<file path="config.mk">
export PLATFORM = sky130hd
export DESIGN_NAME = wb_arbiter_2m
export DESIGN_NICKNAME = d
export VERILOG_FILES = /design/src/rtl/wb_arbiter_2m.sv
export SDC_FILE = /design/constraint.sdc
export NUM_CORES = 1
export LEC_CHECK = 0
export ABC_AREA = 1
export BUFFER_PORTS_ARGS = -buffer_cell sky130_fd_sc_hd__buf_2
export CAP_MARGIN = 20
export CORE_AREA = 3 3 132 134
export CTS_BUF_LIST = sky130_fd_sc_hd__clkbuf_8
export DETAILED_ROUTE_END_ITERATION = 7
export DIE_AREA = 0 0 135 137
export GPL_ROUTABILITY_DRIVEN = 0
export GPL_TIMING_DRIVEN = 0
export RECOVER_POWER = 25
export SYNTH_ARGS = -nofsm -noshare
export SYNTH_HDL_FRONTEND = slang
export SYNTH_SLANG_ARGS = --single-unit
</file>
<file path="constraint.sdc">
create_clock -name clk_i -period 1.9 [get_ports clk_i]
set_input_delay 0.19 -clock clk_i [delete_from_list [all_inputs] [get_ports clk_i]]
set_output_delay 0.19 -clock clk_i [all_outputs]
set_load 0.01 [all_outputs]
</file>
<file path="src/rtl/wb_arbiter_2m.sv">
// wb_arbiter_2m: two-master / one-slave Wishbone B3 arbiter, round-robin, grant locked for a whole CYC, with bus watchdog.
// Latency: a request seen in IDLE at edge k reaches the slave from cycle k+1; one bubble cycle between grants.
// Backpressure: the granted master owns the slave while it holds CYC; the other master waits with CYC high.
//
// Ports:
//   clk_i, nrst_i                     clock, asynchronous active-low reset
//   m0_*_i / m1_*_i                   Wishbone master requests (adr, dat, sel, we, cti, bte, cyc, stb)
//   m0_*_o / m1_*_o                   responses to each master (dat, ack, err, rty)
//   s_*_o / s_*_i                     shared slave request / response
//   grant_o                           one-hot current grant (bit0 = m0)
//   timeout_o                         one-cycle pulse, registered, one cycle after a watchdog error
module wb_arbiter_2m #(
  parameter int AW      = 32,
  parameter int DW      = 32,
  parameter int TIMEOUT = 255,
  parameter int TW      = 8
) (
  input  logic              clk_i,
  input  logic              nrst_i,
  input  logic [AW-1:0]     m0_adr_i,
  input  logic [DW-1:0]     m0_dat_i,
  input  logic [DW/8-1:0]   m0_sel_i,
  input  logic              m0_we_i,
  input  logic [2:0]        m0_cti_i,
  input  logic [1:0]        m0_bte_i,
  input  logic              m0_cyc_i,
  input  logic              m0_stb_i,
  output logic [DW-1:0]     m0_dat_o,
  output logic              m0_ack_o,
  output logic              m0_err_o,
  output logic              m0_rty_o,
  input  logic [AW-1:0]     m1_adr_i,
  input  logic [DW-1:0]     m1_dat_i,
  input  logic [DW/8-1:0]   m1_sel_i,
  input  logic              m1_we_i,
  input  logic [2:0]        m1_cti_i,
  input  logic [1:0]        m1_bte_i,
  input  logic              m1_cyc_i,
  input  logic              m1_stb_i,
  output logic [DW-1:0]     m1_dat_o,
  output logic              m1_ack_o,
  output logic              m1_err_o,
  output logic              m1_rty_o,
  output logic [AW-1:0]     s_adr_o,
  output logic [DW-1:0]     s_dat_o,
  output logic [DW/8-1:0]   s_sel_o,
  output logic              s_we_o,
  output logic [2:0]        s_cti_o,
  output logic [1:0]        s_bte_o,
  output logic              s_cyc_o,
  output logic              s_stb_o,
  input  logic [DW-1:0]     s_dat_i,
  input  logic              s_ack_i,
  input  logic              s_err_i,
  input  logic              s_rty_i,
  output logic [1:0]        grant_o,
  output logic              timeout_o
);

  typedef enum logic [1:0] {
    ST_IDLE = 2'd0,
    ST_G0   = 2'd1,
    ST_G1   = 2'd2
  } state_t;

  // Counter value in the last unanswered strobe cycle before the forced error.
  localparam logic [TW-1:0] WD_LAST = TW'((TIMEOUT == 0) ? 0 : TIMEOUT - 1);

  state_t        r_state;
  state_t        w_state_nxt;
  logic          r_last;      // master whose cycle ended most recently (1 = m1)
  logic [TW-1:0] r_wd_cnt;
  logic          r_timeout;
  logic          w_resp;
  logic          w_stb_req;
  logic          w_wd_fire;

  assign w_resp    = s_ack_i | s_err_i | s_rty_i;
  assign w_stb_req = ((r_state == ST_G0) && m0_stb_i) || ((r_state == ST_G1) && m1_stb_i);
  // A slave response in the firing cycle takes priority over the watchdog.
  assign w_wd_fire = (TIMEOUT != 0) && w_stb_req && !w_resp && (r_wd_cnt == WD_LAST);

  // State register.
  always_ff @(posedge clk_i or negedge nrst_i) begin
    if (!nrst_i) begin
      r_state <= ST_IDLE;
    end else begin
      r_state <= w_state_nxt;
    end
  end

  // Next-state logic: every re-arbitration passes through IDLE.
  always_comb begin
    w_state_nxt = r_state;
    case (r_state)
      ST_IDLE: begin
        if (m0_cyc_i && m1_cyc_i) begin
          w_state_nxt = r_last ? ST_G0 : ST_G1;
        end else if (m0_cyc_i) begin
          w_state_nxt = ST_G0;
        end else if (m1_cyc_i) begin
          w_state_nxt = ST_G1;
        end
      end
      ST_G0:   if (!m0_cyc_i) w_state_nxt = ST_IDLE;
      ST_G1:   if (!m1_cyc_i) w_state_nxt = ST_IDLE;
      default: w_state_nxt = ST_IDLE;
    endcase
  end

  // Round-robin history, updated when a granted cycle ends.
  always_ff @(posedge clk_i or negedge nrst_i) begin
    if (!nrst_i) begin
      r_last <= 1'b1;
    end else if ((r_state == ST_G0) && !m0_cyc_i) begin
      r_last <= 1'b0;
    end else if ((r_state == ST_G1) && !m1_cyc_i) begin
      r_last <= 1'b1;
    end
  end

  // Watchdog counter and registered timeout pulse.
  always_ff @(posedge clk_i or negedge nrst_i) begin
    if (!nrst_i) begin
      r_wd_cnt  <= '0;
      r_timeout <= 1'b0;
    end else begin
      r_timeout <= w_wd_fire;
      if (!w_stb_req || w_resp || w_wd_fire || (w_state_nxt != r_state)) begin
        r_wd_cnt <= '0;
      end else begin
        r_wd_cnt <= r_wd_cnt + TW'(1);
      end
    end
  end

  // Output muxing, purely from the registered state.
  always_comb begin
    s_adr_o   = '0;
    s_dat_o   = '0;
    s_sel_o   = '0;
    s_we_o    = 1'b0;
    s_cti_o   = '0;
    s_bte_o   = '0;
    s_cyc_o   = 1'b0;
    s_stb_o   = 1'b0;
    m0_dat_o  = '0;
    m0_ack_o  = 1'b0;
    m0_err_o  = 1'b0;
    m0_rty_o  = 1'b0;
    m1_dat_o  = '0;
    m1_ack_o  = 1'b0;
    m1_err_o  = 1'b0;
    m1_rty_o  = 1'b0;
    grant_o   = 2'b00;
    timeout_o = r_timeout;
    case (r_state)
      ST_G0: begin
        grant_o  = 2'b01;
        s_adr_o  = m0_adr_i;
        s_dat_o  = m0_dat_i;
        s_sel_o  = m0_sel_i;
        s_we_o   = m0_we_i;
        s_cti_o  = m0_cti_i;
        s_bte_o  = m0_bte_i;
        s_cyc_o  = m0_cyc_i;
        s_stb_o  = m0_stb_i & ~w_wd_fire;
        m0_dat_o = s_dat_i;
        m0_ack_o = s_ack_i;
        m0_err_o = s_err_i | w_wd_fire;
        m0_rty_o = s_rty_i;
      end
      ST_G1: begin
        grant_o  = 2'b10;
        s_adr_o  = m1_adr_i;
        s_dat_o  = m1_dat_i;
        s_sel_o  = m1_sel_i;
        s_we_o   = m1_we_i;
        s_cti_o  = m1_cti_i;
        s_bte_o  = m1_bte_i;
        s_cyc_o  = m1_cyc_i;
        s_stb_o  = m1_stb_i & ~w_wd_fire;
        m1_dat_o = s_dat_i;
        m1_ack_o = s_ack_i;
        m1_err_o = s_err_i | w_wd_fire;
        m1_rty_o = s_rty_i;
      end
      default: ;
    endcase
  end

endmodule

</file>
# Yosys cells after proc, flatten, opt, wreduce, memory -nomap -nowiden
# Index checks and enable logic that the tools add are counted.
# Widths: inputs -> output; s select.
[totals] reg_bits=12 in_bits=189
[op_classes] reduce_logical=17 eq_ne=4 n_addsub=1 mux=27 bitwise=6
[op_table] op="$pmux 32 s2" count=2
[op_table] op="$mux 32" count=2
[op_table] op="$mux 2" count=6
[op_table] op="$add 8x1->8 const B" count=1
[op_table] op="$eq 8x8->1 const B" count=1
[op_table] op="$mux 1" count=8
[op_table] op="$mux 8" count=1
[op_table] op="$pmux 2 s2" count=2
[op_table] op="$pmux 4 s2" count=1
[op_table] op="$logic_and 1x1->1" count=7
[op_table] op="$pmux 1 s2" count=3
[op_table] op="$pmux 2 s3" count=1
[op_table] op="$pmux 3 s2" count=1
[op_table] op="$logic_not 1->1" count=4
[op_table] op="$logic_or 1x1->1" count=4
[op_table] op="$or 1x1->1" count=3
[op_table] op="$and 1x1->1" count=2
[op_table] op="$eq 2x1->1 const B" count=1
[op_table] op="$eq 2x2->1 const B" count=1
[op_table] op="$logic_not 2->1" count=1
[op_table] op="$ne 2x2->1" count=1
[op_table] op="$reduce_bool 2->1" count=1
[op_table] op="$not 1->1" count=1

# Logic depth before layout (Yosys ltp)
# Gate-level depths: netlist of run 1.
[depth] depth_word=8 ltp_mapped=11 ltp_nobuf=10

# Worst setup path before layout of run 1
# Ideal clock, no wire load.
[synth_timing] kind="register to output" from="register r_state[0]" to="output port s_adr_o[10]" path_slack_ns=0.155 stages_incl_launch_ff=7 arrival_ns=1.555 path_cell_list="dfrtp_1 inv_1 ha_1 buf_2 buf_1 nand2_1 a21oi_1"
[synth_between] elab_chain_len=2 elab_cells_between_ends=3 classes_between="eq/ne (2); mux (1)"
[synth_lines] element="start: declaration" line="69" text="state_t r_state;"
[synth_lines] element="start signal: assignment" line="88" text="r_state <= w_state_nxt;"
[synth_lines] element="$eq 2x2->1 or $eq 2x1->1 (tied branches)" line="157" text="case (r_state)"
[synth_lines] element="$pmux 32 s2 *" line="157"
[synth_lines] element="end: declaration" line="44" text="output logic [AW-1:0] s_adr_o,"
# Every way passes the cells marked *; elsewhere a longest branch is shown, timed or not.

# Worst setup path in the final report of run 1
[layout_timing] from="register r_state[1]" to="output port s_adr_o[30]"
# The elaborated chain is that of the path after synthesis.

==> impl_metrics.yaml, run 1 <==
status:
  status: "finished, violations left"
  failed_checks: "negative setup slack"
final_layout:
  final_cell_mix: "buf_2 (328), nand2_1 (235), inv_1 (80), a21oi_1 (37), a21oi_2 (34)"
  layout_commonest_cell: "buf_2"
  drive_gt1_share_pct: 54.5
  diodes: 0
  syn2layout_area_growth_pct: 115
  nets: 1046
sta:
  hold_slack_ns: 0.231
  max_freq_ghz: 0.512
  skew_ns: 0.00657
  rsz0062_at_grt: "yes"
  hold_viol: 0
  finalCritPeriodShare_pct: 103
  tightest_slew_ns: 0.655
  layout_setup_ws_ns: -0.0517
  slew_viol_final: 0
  maxSlewHeadroom_pct: 56.3
  period_needed_ns: 1.95
  setup_viol: 16
global_route:
  antenna_found_initial: 0
  grt.total_usage_pct: 13.6
  grt_pass1_wl_um: 19900
  grt_max_degree: 13
  grt_pass1_vias: 3602
  overflow: 0
min_path:
  hold_class: "in2reg"
routing:
  drt_iter0_drc: 235
  wirelength_um: 15500
  drtAntennaViolNets: 0
  first_pass_iters: 4
  num_vias: 4326
  wl_per_cell_um: 14.5
  via_per_inst: 4.05
  remaining_drc_errors: 0
synth:
  syn_nets: 685
  syn_inst: 489
  seq_area_frac_synth_pct: 12.5
  ys_ff_latch: 12
  synthDistinctLibCells: 24
  syn_avg_cell_area_um2: 4.93
  syn-cell-area_um2: 2410
  ys_warn_count: 0
place:
  dp.final_hpwl_um: 12100
  portBuffers: 337
die:
  die_x_um: 135
  dieArea_um2: 18500
  core.rowCount: 47
  dieHeight_um: 137
  initial_utilization_pct: 14.7
  core_region_area_um2: 16400
  ios: 338
worst_setup_path:
  critical_path_arrival_ns: 1.76
  path_max_fanout: 10
  start_kind: "register"
  critical_path_required_ns: 1.71
  end_kind: "primary output"
  worst-setup-path-type: "reg2out"
power_and_ir_drop:
  p_int_mw: 3.23
  p_per_area_nw_per_um2: 1390
  p_sw_mw: 3.95
  seqPwrFrac_pct: 4.8
  ir_drop_uv: 592
  switching_share_pct: 55.0
  power_mw: 7.19
  p_leak_nw: 3.25
  comb_power_share_pct: 92.0
  p_clk_share_pct: 3.3
clock_network:
  cts_buffers: 3
  root_buffer: "clkbuf_8"
  clockBufferDepth: 2
  cts_tree: "built"
  clkSlewWorstSetupHoldPaths_ns: 0.05
  cts_sinks: 12
  clkLatencyLatePin_ns: 0.24
  htree_levels: 1
flow_run:
  cap_violations: 0
-- kinds of logic (layout without fill, tap and decap cells) --
kind of cell    Yosys count  in the layout  share of synthesized area (%)
xor+xnor                  5              5                           1.82
flops                    12             12                           12.5
buf+inv                 116            476                           18.8
compound gates           81             81                           17.1
fa+ha+maj                 7              7                           3.63
simple gates            268            268                           46.1
-- timing repair --
item	in CTS	in global routing
hold endpoints to repair	11	0
cloned	0	4
resized for setup	86	89
buffers inserted	11	5
setup endpoints to repair	142	136
hold buffers	1	0
pin swaps	5	10
-- sequential cells by signal, indices dropped and copies added (netlist names) --
signal,count
r_last,1
r_state,2
r_wd_cnt,8
timeout_o,1
-- metrics by stage --
stage                     util, %  setup WS [ns]  cell area (µm²)  instances  setup TNS (ns)
after floorplan                 -          0.155             2410        489               0
after global placement       26.7         -0.680             4370       1046          -52.80
after detailed placement     26.7         -0.708             4370       1046          -55.06
after CTS                    29.0         -0.149             4760       1061           -3.78
after global routing         31.5         -0.137             5170       1069           -4.26
final                        31.5        -0.0517             5170       1069          -0.308
-- power groups by stage --
stage / clock network, mW / logic (mW) / registers (mW)
4_1_cts: 0.241 / 5.48 / 0.338
3_5_place_dp: 0 / 4.67 / 0.344
2_1_floorplan: 0 / 2.57 / 0.332
3_3_place_gp: 0 / 4.66 / 0.343
5_1_grt: 0.256 / 7.08 / 0.343
6_report: 0.234 / 6.61 / 0.342
-- worst paths after layout --
path	from	to	slack (ns)	cells past startpoint
setup / recovery	r_state[1]	s_adr_o[30]	-0.05	7
hold / removal	m0_cyc_i	r_last	0.23	3
setup reg to reg	r_state[1]	r_wd_cnt[7]	0.16	10
hold reg to reg	r_wd_cnt[0]	r_wd_cnt[0]	0.49	1
max in group asynchronous	nrst_i	r_state[1]	0.96	2
min in group asynchronous	nrst_i	r_wd_cnt[3]	0.48	2
-- synth_stat cells --
cell type / n / share of area, %
nand3_1: 6 / 1.2
nand3_2: 1 / 0.42
nor3_1: 3 / 0.62
nor3_2: 8 / 3.3
clkbuf_1: 16 / 2.5
o21ai_0: 3 / 0.62
xnor2_1: 1 / 0.36
o21ai_2: 2 / 0.73
dfrtp_1: 11 / 11
buf_2: 9 / 1.9
xor2_1: 4 / 1.5
nor2_2: 2 / 0.52
buf_6: 1 / 0.47
inv_1: 82 / 13
inv_2: 2 / 0.31
nand2_4: 1 / 0.47
nor4_4: 1 / 0.88
nor2_1: 4 / 0.62
nand2_1: 239 / 37
a21oi_1: 76 / 16
dfstp_2: 1 / 1.1
buf_1: 6 / 0.93
nand2_2: 3 / 0.78
ha_1: 7 / 3.6
-- worst max-delay path, cell delays in order, from the launching register on --
cell and delay [ns]:
dfrtp_2 0.46, inv_4 0.10, ha_4 0.17, clkbuf_16 0.19, buf_6 0.16, nand2_1 0.10
a21oi_4 0.17, buf_4 0.15
-- layer usage --
| layer | vias up | global-route usage, % | part of all wire [%] |
|---|---|---|---|
| met1 | 1928 | 17.7 | 41 |
| li1 | 2180 | - | - |
| met2 | 205 | 24.1 | 49 |
| met4 | 0 | 1.85 | 1.1 |
| met3 | 13 | 2.13 | 8.9 |
| met5 | - | 0 | 0 |
-- area by class of cell --
class                   count  area [µm²]
repair buffers            357        1950
well taps                 220         275
inverters                  84         325
clock buffers               3        41.3
multi-input cells         361        1910
fillers                  1842       11200
plain buffers              31         369
flip-flops and latches     12         304
clock inverters             1        3.75
Note: power is estimated with default switching activity, not from simulation.
==> inputs of run 2 (changes only) <==
Settings changed: CORE_AREA 3 3 132 134 to 3 3 130 132, DIE_AREA 0 0 135 137 to 0 0 133 135, TNS_END_PERCENT from default to 10.
Clock period 1.9 ns to 2.4 ns, I/O delays scaled along.
==> impl_metrics.yaml, run 2 (same netlist as run 1, synthesis figures left out) <==
status:
  status: "complete, no violations"
clock_network:
  clkSlewWorstSetupHoldPaths_ns: 0.05
  clkLatencyLatePin_ns: 0.24
  cts_sinks: 12
  cts_tree: "built"
  cts_buffers: 3
  htree_levels: 1
  clockBufferDepth: 2
  root_buffer: "clkbuf_8"
  post_cts_buffers: 0
sta:
  finalCritPeriodShare_pct: 94.4
  hold_slack_ns: 0.284
  slew_viol_final: 0
  period_needed_ns: 2.26
  hold_viol: 0
  setup_viol: 0
  layout_setup_ws_ns: 0.135
  setup_tns_ns: 0
  skew_ns: 0.00632
  max_freq_ghz: 0.442
  maxSlewHeadroom_pct: 55.6
  rsz0062_at_grt: "yes"
  tightest_slew_ns: 0.667
final_layout:
  fin_util_pct: 28.3
  regMostFlops: "r_wd_cnt"
  reg_top3: "r_wd_cnt x8, r_state x2"
  instances_no_fill: 1048
  fin_area_um2: 4480
  nets: 1028
  largest_reg_flops: 8
  drive_gt1_share_pct: 46.5
  layout_commonest_cell: "buf_2"
  final_cell_mix: "buf_2 (345), nand2_1 (239), inv_1 (83), a21oi_1 (76)"
  syn2layout_area_growth_pct: 85.7
global_route:
  antenna_found_initial: 1
  grt_max_degree: 13
  grt_pass1_wl_um: 21800
  overflow: 0
  grt_pass1_vias: 3740
  grt.total_usage_pct: 15.1
power_and_ir_drop:
  power_mw: 4.23
  p_per_area_nw_per_um2: 944
  ir_drop_uv: 298
  p_leak_nw: 3.03
routing:
  wirelength_um: 15300
  first_pass_iters: 5
  drtAntennaViolNets: 0
  remaining_drc_errors: 0
  via_per_inst: 4.02
  drt_iter0_drc: 162
  num_vias: 4211
  wl_per_cell_um: 14.6
flow_run:
  cap_violations: 0
worst_setup_path:
  critical_path_arrival_ns: 2.02
  critical_path_required_ns: 2.16
  path_max_fanout: 10
  worst-setup-path-type: "reg2out"
  end_kind: "primary output"
  start_kind: "register"
  worst-r2r-cell-count: 11
die:
  ios: 338
  core_region_area_um2: 15800
  initial_utilization_pct: 15.2
  dieArea_um2: 18000
  core.rowCount: 46
  dieHeight_um: 135
  die_x_um: 133
place:
  place_area_um2: 4370
  pre_cts_ws_ns: -0.380
  place_inst: 1042
  portBuffers: 337
  dp.final_hpwl_um: 12800
min_path:
  min_path_cells: 3
  hold_class: "in2reg"
==> run 2: changes by cell type in the layout (fill, tap and decap cells not counted), sizes merged <==
cell / before / now
clkbuf: 16 / 23
diode: 0 / 1
buf: 374 / 349
==> run 2: final cells by class <==
type	instances	area, µm²
diodes	1	2.50
plain buffers	32	188
clock buffers	3	41.3
clock inverters	1	3.75
fillers	1856	11300
inverters	84	315
multi-input cells	361	1660
flip-flops and latches	12	303
well taps	216	270
repair buffers	338	1690
==> run 2: routing by layer <==
layer  wire length [µm]  global-route usage (%)
met1               6530                    20.9
met2               7230                    24.6
met3               1110                    2.38
met4                382                    4.04
met5                  0                       0
==> run 2: final timing paths <==
path / from / endpoint / slack [ns]
max: r_state[0] / s_adr_o[9] / 0.14
min: m0_cyc_i / r_last / 0.28
max reg2reg: r_state[0] / r_wd_cnt[6] / 0.62
min reg2reg: r_wd_cnt[0] / r_wd_cnt[0] / 0.49
max in group asynchronous: nrst_i / r_state[1] / 1.39
min in group asynchronous: nrst_i / r_wd_cnt[2] / 0.54
==> run 2: timing repair <==
item	in CTS	in global routing
hold endpoints to repair	11	0
hold buffers	1	0
pin swaps	0	0
resized for setup	18	11
endpoints found under the setup margin	102	89
==> run 2: critical path, stage by stage (launching register included) <==
cell and delay [ns]:
dfrtp_1 0.43, inv_1 0.12, ha_1 0.29, inv_1 0.09, clkbuf_4 0.23, buf_2 0.21
a21oi_1 0.22, buf_2 0.19
==> run 2: report_power, final <==
group | total (mW) | switching, mW | internal, mW
clock | 0.187 | 0.0741 | 0.113
sequential | 0.270 | 0.0339 | 0.236
combinational | 3.77 | 2.53 | 1.24
==> inputs of run 3 (changes only) <==
Settings changed: CELL_PAD_IN_SITES_DETAIL_PLACEMENT from default to 0, CELL_PAD_IN_SITES_GLOBAL_PLACEMENT from default to 1, CORE_AREA 3 3 130 132 to 3 3 131 133, DIE_AREA 0 0 133 135 to 0 0 134 136, PLACE_DENSITY_LB_ADDON from default to 0.1.
==> impl_metrics.yaml, run 3 (same netlist as run 1, synthesis figures left out) <==
routing:
  num_vias: 4153
  drtAntennaViolNets: 0
  wirelength_um: 15400
  remaining_drc_errors: 0
  drt_iter0_drc: 166
  first_pass_iters: 4
  wl_per_cell_um: 14.7
  via_per_inst: 3.96
global_route:
  antenna_found_initial: 1
  grt_pass1_wl_um: 22000
  overflow: 0
  use_met3_pct: 2.07
  grt_pass1_vias: 3936
  grt.total_usage_pct: 15.1
  grt_max_degree: 13
  met2_usage_pct: 29.9
  grtUsageMet1_pct: 17.4
  busiest_layer: "met2"
worst_setup_path:
  end_kind: "primary output"
  cp_top_family: "buffers and inverters"
  cp_common_cell: "inv_2"
  crit_chain: "inv_2 -> ha_1 -> buf_6 -> inv_2 -> o21ai_2 -> nand2_2 -> nor4_4 -> buf_4 -> nor3_1 -> buf_2"
  worst-setup-path-type: "reg2out"
  slowest_delay_ns: 0.44
  critical_path_required_ns: 2.16
  slowest_stage: "dfrtp_2"
  crit_buf_inv: 5
  start_kind: "register"
  path_max_fanout: 10
  critical_path_arrival_ns: 2.05
place:
  portBuffers: 337
  pre_cts_ws_ns: -0.181
  dp.final_hpwl_um: 13200
clock_network:
  cts_buffers: 3
  clkLatencyLatePin_ns: 0.24
  cts_sinks: 12
  htree_levels: 1
  root_buffer: "clkbuf_8"
  clkSlewWorstSetupHoldPaths_ns: 0.05
  cts_tree: "built"
  clockBufferDepth: 2
power_and_ir_drop:
  power_mw: 4.06
  p_per_area_nw_per_um2: 907
  ir_drop_uv: 281
  p_leak_nw: 3.03
sta:
  setup_viol: 0
  rsz0062_at_grt: "yes"
  slew_viol_final: 0
  tightest_slew_ns: 0.661
  max_freq_ghz: 0.437
  layout_setup_ws_ns: 0.113
  skew_ns: 0.00678
  hold_viol: 0
  finalCritPeriodShare_pct: 95.3
  maxSlewHeadroom_pct: 55.9
  period_needed_ns: 2.29
final_layout:
  layout_commonest_cell: "buf_2"
  syn2layout_area_growth_pct: 85.5
  regMostFlops: "r_wd_cnt"
  drive_gt1_share_pct: 46.5
  nets: 1030
  largest_reg_flops: 8
  final_cell_mix: "buf_2 (349), nand2_1 (239), inv_1 (82), a21oi_1 (75), clkbuf_1 (13)"
  reg_top3: "r_wd_cnt x8, r_state x2"
flow_run:
  cap_violations: 0
die:
  ios: 338
  initial_utilization_pct: 15.1
  core_region_area_um2: 15900
  die_x_um: 134
  dieArea_um2: 18200
  dieHeight_um: 136
  core.rowCount: 46
status:
  status: "complete, no violations"
min_path:
  hold_class: "in2reg"
run 3: cell count changes in the layout (fill, tap and decap cells not counted), sizes merged:
cell,change
buf,+4
clkbuf,-2
run 3: layout make-up:
cell class	count	area (µm²)
Multi-Input combinational cell	361	1660
Tap cell	216	270
Antenna cell	1	2.50
Clock buffer	3	41.3
Buffer	32	164
Inverter	84	315
Fill cell	1892	11500
Clock inverter	1	3.75
Timing Repair Buffer	340	1710
Sequential cell	12	304
run 3: routing by layer:
| layer | share of wire [%] | vias to the layer above |
|---|---|---|
| met5 | 0 | - |
| met4 | 1.3 | 0 |
| met3 | 6.7 | 10 |
| met2 | 53 | 192 |
| met1 | 39 | 1799 |
| li1 | - | 2152 |
run 3: repair_timing:
action                                  CTS  global route
buffers inserted                          0             2
hold buffers                              1             0
endpoints found under the setup margin  100            74
endpoints found under the hold margin    11             0
gates cloned                              0             0
pin swaps                                 0             1
resized for setup                        13             8
run 3: report_power, final:
part           switching [mW]  internal, mW  total [mW]
Sequential             0.0342         0.237       0.271
Clock                  0.0716         0.112       0.184
Combinational            2.39          1.21        3.60
run 3: final timing paths:
path                                    end  slack (ns)  depth (start not counted)         from
worst max-delay path                s_stb_o        0.11                         10   r_state[0]
max in group asynchronous        r_state[0]        1.38                          2       nrst_i
worst max register to register  r_wd_cnt[4]        0.66                         10   r_state[1]
worst min-delay path                 r_last        0.26                          3     m0_cyc_i
worst min register to register  r_wd_cnt[0]        0.51                          1  r_wd_cnt[0]
min in group asynchronous       r_wd_cnt[6]        0.54                          2       nrst_i
run 3: per-stage QoR:
stage / TNS (ns) / util (%) / area [µm²] / cells / hold slack (ns)
6_report: 0 / 28.0 / 4470 / 1050 / 0.265
5_1_grt: -0.209 / 28.0 / 4470 / 1050 / 0.281
3_3_place_gp: -1.72 / 27.4 / 4370 / 1042 / 0.141
3_5_place_dp: -2.19 / 27.4 / 4370 / 1042 / 0.141
2_1_floorplan: 0 / - / 2410 / 489 / -0.0556
4_1_cts: 0 / 27.9 / 4450 / 1047 / 0.260
run 3: tightest hold or removal path, delay by kind of cell:
| family | cells | cell delay [ns] |
|---|---|---|
| compound gates | 1 | 0.06 |
| buf+inv | 2 | 0.19 |
